$ cat src/rtl/hazard_ctrl.sv
// Pipeline hazard controller: stall/flush generation, E-stage forwarding
// selects, mul/div occupancy tracking and saturating event counters.
module hazard_ctrl #(
    parameter int REG_W   = 5,
    parameter int DIV_LAT = 32,
    parameter int CNT_W   = 32
) (
    input  logic             clk,
    input  logic             resetn,
    input  logic [REG_W-1:0] Rs1D,
    input  logic [REG_W-1:0] Rs2D,
    input  logic [REG_W-1:0] Rs1E,
    input  logic [REG_W-1:0] Rs2E,
    input  logic [REG_W-1:0] RdE,
    input  logic [1:0]       ResultSrcE,
    input  logic             RegWriteE,
    input  logic             PCSrcE,
    input  logic             MulDivE,
    input  logic             RegWriteM,
    input  logic [REG_W-1:0] RdM,
    input  logic             DMemReqM,
    input  logic             DMemReadyM,
    input  logic             RegWriteW,
    input  logic [REG_W-1:0] RdW,
    output logic             StallF,
    output logic             StallD,
    output logic             StallE,
    output logic             StallM,
    output logic             FlushD,
    output logic             FlushE,
    output logic             FlushM,
    output logic             FlushW,
    output logic [1:0]       ForwardAE,
    output logic [1:0]       ForwardBE,
    output logic [CNT_W-1:0] StallCycles,
    output logic [CNT_W-1:0] RedirectCount
);

    localparam int CW = $clog2(DIV_LAT + 1);

    typedef enum logic {
        IDLE,
        BUSY
    } state_t;

    state_t        state;
    logic [CW-1:0] cnt;

    logic mem_stall;
    logic div_stall;
    logic stall_e;
    logic lw_stall;
    logic rd_hit;

    assign mem_stall = DMemReqM & ~DMemReadyM;

    always_comb begin
        div_stall = 1'b0;
        unique case (state)
            IDLE: div_stall = MulDivE & ~mem_stall;
            BUSY: div_stall = (cnt != '0);
            default: div_stall = 1'b0;
        endcase
    end

    // cnt freezes while memory holds the pipe; a dropped MulDivE means
    // the op was flushed out of E, so abandon it
    always_ff @(posedge clk or negedge resetn) begin
        if (!resetn) begin
            state <= IDLE;
            cnt   <= '0;
        end else begin
            unique case (state)
                IDLE: begin
                    if (MulDivE && !mem_stall) begin
                        state <= BUSY;
                        cnt   <= CW'(DIV_LAT - 1);
                    end
                end
                BUSY: begin
                    if (!MulDivE) begin
                        state <= IDLE;
                        cnt   <= '0;
                    end else if (!mem_stall) begin
                        if (cnt == '0) state <= IDLE;
                        else           cnt   <= cnt - CW'(1);
                    end
                end
                default: begin
                    state <= IDLE;
                    cnt   <= '0;
                end
            endcase
        end
    end

    assign stall_e  = mem_stall | div_stall;
    assign rd_hit   = (Rs1D == RdE) | (Rs2D == RdE);
    assign lw_stall = ResultSrcE[0] & RegWriteE & (RdE != '0) & rd_hit & ~stall_e;

    assign StallF = mem_stall | div_stall | lw_stall;
    assign StallD = StallF;
    assign StallE = stall_e;
    assign StallM = mem_stall;

    assign FlushW = mem_stall;
    assign FlushM = div_stall & ~mem_stall;
    assign FlushE = (lw_stall | PCSrcE) & ~stall_e;
    assign FlushD = PCSrcE & ~stall_e;

    always_comb begin
        ForwardAE = 2'b00;
        if (RegWriteM && RdM == Rs1E && Rs1E != '0)      ForwardAE = 2'b10;
        else if (RegWriteW && RdW == Rs1E && Rs1E != '0) ForwardAE = 2'b01;
    end

    always_comb begin
        ForwardBE = 2'b00;
        if (RegWriteM && RdM == Rs2E && Rs2E != '0)      ForwardBE = 2'b10;
        else if (RegWriteW && RdW == Rs2E && Rs2E != '0) ForwardBE = 2'b01;
    end

    always_ff @(posedge clk or negedge resetn) begin
        if (!resetn) begin
            StallCycles   <= '0;
            RedirectCount <= '0;
        end else begin
            if (StallF && StallCycles != '1)
                StallCycles <= StallCycles + CNT_W'(1);
            if (FlushD && RedirectCount != '1)
                RedirectCount <= RedirectCount + CNT_W'(1);
        end
    end

endmodule

$ cat config.mk
export PLATFORM = sky130hd
export DESIGN_NAME = hazard_ctrl
export DESIGN_NICKNAME = d
export VERILOG_FILES = /design/src/rtl/hazard_ctrl.sv
export SDC_FILE = /design/constraint.sdc
export NUM_CORES = 1
export LEC_CHECK = 0
export BUFFER_PORTS_ARGS = -buffer_cell sky130_fd_sc_hd__clkbuf_2
export CAP_MARGIN = 5
export CORE_ASPECT_RATIO = 1.25
export CORE_UTILIZATION = 35
export CTS_CLUSTER_SIZE = 16
export DETAILED_ROUTE_END_ITERATION = 10
export PLACE_DENSITY = 0.62
export SLEW_MARGIN = 25
export SYNTH_ARGS = -nofsm -noshare
export SYNTH_HDL_FRONTEND = slang
export SYNTH_SLANG_ARGS = --single-unit
$ cat constraint.sdc
create_clock -name clk -period 2 [get_ports clk]
set_input_delay 0 -clock clk [delete_from_list [all_inputs] [get_ports clk]]
set_output_delay 0 -clock clk [all_outputs]
set_load 0.01 [all_outputs]
==> results list <==
* Remaining antenna violation count: 0
- Setup slack on the critical path of the routed design comes to -59.9 ps.
* Number of distinct library cells after synthesis: 45
- After synthesis, the cell types taking the most area are sky130_fd_sc_hd__dfrtp_1 (45%), sky130_fd_sc_hd__xnor2_1 (13%), sky130_fd_sc_hd__xor2_1 (6.9%).
- For this run, the total global-route usage over all layers was measured as 18.2%.
- The number of hold violations in the final report came to 0.
- Measured along the x axis, the die boundary spans 96.9 um.
* Initial cell density of the core: 36.6%
- The first detailed-routing pass ran for 4 iterations.
* HPWL after detailed placement: 7560 um
- For the worst setup path, the data required time is 2220 ps.
* Root buffer selected by CTS: sky130_fd_sc_hd__clkbuf_16
- Seq/Total Area, Yosys: approximately 45%
- Max-cap violations in this run came to 0.
- For the final database, setup skew stands at a little over 7 ps.
- Of the total power, the share spent switching nets is 32.4%.
- In this run the standard cell core region covers roughly 11000 um2.
- Setup repair after global routing missed its margin: true
- Largest fanout of any net on the critical path: 8
- Diodes inserted: 0
- P per Cell Area: between 800 and 900 nW/um2
- In the final routed layout, each cell accounts on average for 14.3 um.
- Top-level I/O count: 122
* Post-placement worst setup slack: -45.5 ps
* Crit share post-route: 103%
- Floorplan die height: 121 um
- Once placement finished, the instance area stood at around 5000 um2.
- Across the VDD grid, the largest voltage drop is 527 uV.
* Sequential power share: approximately 40%
* Yosys Warn Count: 0
* Area of the mapped netlist: between 3000 and 4000 um2
* DRT Wirelength: between 10000 and 15000 um
- Port buffering added 120 buffers.
- Latest clock arrival within the worst-skew pair: 340 ps
* Switching power: 1.52 mW
- List of most frequent post-synthesis cells: sky130_fd_sc_hd__dfrtp_1 (71), sky130_fd_sc_hd__xnor2_1 (60), sky130_fd_sc_hd__nand3_1 (34)
- Yosys top cell by area: sky130_fd_sc_hd__dfrtp_1
- The H-tree generated during clock tree synthesis spans 3 levels.
- Worst Max-Slew Pin Slew: between 400 and 500 ps
* Synthesized flop and latch total: 71
- Avg Vias per Cell: 5.14
* CP Capture Type: flop
- Proportion of layout cells with a drive suffix above 1: between 30% and 40%
* Clock share of power: 31.6%
* Fraction of power consumed by combinational cells: 29.3%
* Number of design rule violations left after detail routing: 0
* Run status: complete, but fails checks
- In this run, synthesis inferred 0 flip-flops with an integrated enable.
- The first global-routing pass estimated 17100 um of wire.
- Count of routing violations after the opening detailed-route iteration: 103
- The area growth from synthesis to layout is 42.2%.
* Most used flip-flop cell after synthesis: sky130_fd_sc_hd__dfrtp_1
* Mean instance size in the synthesized netlist: 9.89 um2
* Vias post-DR: 3691
* Max Clock Freq: 0.485 GHz
- After synthesis, the share of flip-flops with an asynchronous set or reset is 100%.
* Startpoint class of the critical path: flop
- Counting the buffers created by CTS gives 9.
- Clock tree from TritonCTS: built
- Data on the critical path arrives at its endpoint at 2280 ps.
- sky130_fd_sc_hd__dfrtp_1 is the most common cell in the netlist.
* Number of antenna violations at the first check in global routing: 0
- The number of nets in the synthesized netlist is 448.
- Post-layout min period: 2060 ps
- No sink is reached through more buffers than the 2 on the longest clock path.
* Final cell area excluding filler cells: 5600 um2
- Row count: 42
- Leakage power summed over all cells: roughly 2.7 nW
* Placer Congestion: around 0.82
- Setup violations remaining at the end of the flow were counted as 8.
- Largest net degree at the start of global routing: 72
- Summed over its instances, the top area cell type makes up between 40% and 50% of the synthesized netlist area.
- Layout filler cell count: a little under 1000
* Relative slew slack: 69.4%
- After technology mapping, the gate count stands at about 400.
- Worst-path clk slew: 60 ps
- The path class of the tightest hold or removal check is in -> reg.
- The die covers 11700 um2.
- Number of sinks handled by clock tree synthesis: 71
- After the last flow step, the layout net total stands at 631.
- Violations in the final reports: negative setup slack
- The number of pins with negative max-slew slack in the final report is 0.
* Global route overflow: 0
* Via count of the first global-routing pass: 3631
* Path type of the worst setup path: reg -> reg
- Cell internal pwr: 3.17 mW
==> cell usage in the layout, fill, tap and decap left out, drive strengths merged, types with 2 or more instances in the layout <==
cell / netlist / layout
ha: 4 / 4
a31oi: 3 / 3
o22ai: 3 / 3
nand3: 34 / 34
and4: 8 / 8
nor2b: 3 / 3
xnor2: 60 / 60
clkinv: 1 / 4
nor2: 18 / 18
nor4b: 2 / 2
a21o: 2 / 2
mux2: 2 / 2
clkinvlp: 0 / 2
inv: 9 / 10
and2: 7 / 7
dfrtp: 71 / 71
or4: 4 / 4
nor3: 22 / 22
and3: 12 / 12
nand2: 28 / 28
xor2: 31 / 31
o21ai: 6 / 6
buf: 5 / 63
nor4: 9 / 9
a21oi: 15 / 15
nand4: 25 / 25
clkbuf: 5 / 128
==> layout make-up <==
cell class | count | area, um2 | share of cell area, %
Clock inverter | 6 | 46.3 | 0.827
Timing Repair Buffer | 182 | 1140 | 20.4
Clock buffer | 10 | 229 | 4.09
Multi-Input combinational cell | 307 | 2200 | 39.3
Tap cell | 132 | 165 | 2.95
Sequential cell | 71 | 1780 | 31.7
Inverter | 10 | 40.0 | 0.715
==> what timing repair did <==
action / in CTS / in global routing
setup endpoints to repair: 10 / 54
gates cloned: 0 / 2
resized for setup: 3 / 35
pin swaps: 2 / 9
buffers inserted: 2 / 10
hold endpoints to repair: 71 / 0
hold buffers: 1 / 0
==> worst paths after layout <==
check                      slack, ps         startpoint  depth (start not counted)                end
setup reg to reg                 -60             cnt[2]                          6  RedirectCount[21]
setup / recovery                 -60             cnt[2]                          6  RedirectCount[21]
hold reg to reg                  490  RedirectCount[27]                          1  RedirectCount[27]
max in group asynchronous       1470             resetn                          3    StallCycles[23]
hold / removal                    90            MulDivE                          4             cnt[4]
min in group asynchronous        220             resetn                          3  RedirectCount[17]
==> state kept, by name, indices dropped and copies added (netlist names) <==
register       cells
RedirectCount     32
StallCycles       32
cnt                6
state              1
==> per-stage QoR <==
step | hold slack, ps | TNS, ps | power, mW | utilization, % | instances
finish | 91.9 | -257 | 4.69 | 52.0 | 718
global route | 97.0 | -2160 | 4.97 | 52.0 | 718
CTS | 74.8 | -119 | 4.66 | 49.7 | 706
detailed placement | 63.6 | -143 | 3.13 | 46.6 | 687
global placement | 62.0 | -27.2 | 3.09 | 46.6 | 687
floorplan | -296 | 0 | 2.45 | - | 398
==> worst max-delay path, cell delays in order, from the launching register on <==
cell	delay, ps
sky130_fd_sc_hd__dfrtp_1	400
sky130_fd_sc_hd__nor4_4	330
sky130_fd_sc_hd__a31oi_2	140
sky130_fd_sc_hd__or4_4	530
sky130_fd_sc_hd__a21oi_4	250
sky130_fd_sc_hd__nand4_1	150
sky130_fd_sc_hd__xnor2_1	140
==> per-layer routing <==
layer | routed length (um) | GRT usage, %
met1 | 4100 | 20.7
met2 | 5490 | 32.0
met3 | 478 | 4.51
met4 | 213 | 8.30
met5 | 0 | 0
==> power groups by stage <==
stage,logic (mW),registers (mW),clock network (mW)
after floorplan,0.464,1.99,0
after global placement,1.25,1.85,0
after detailed placement,1.28,1.85,0
after CTS,1.31,1.83,1.53
after global routing,1.51,1.87,1.59
final,1.38,1.83,1.48
==> kinds of logic after synthesis <==
kind of cell | synth area share (%)
xor+xnor | 20.2
mux | 0.826
fa+ha+maj | 1.27
compound gates | 4.99
flops | 45.1
buf+inv | 2.32
simple gates | 25.2
No activity file was read; power rests on OpenSTA's default activity.
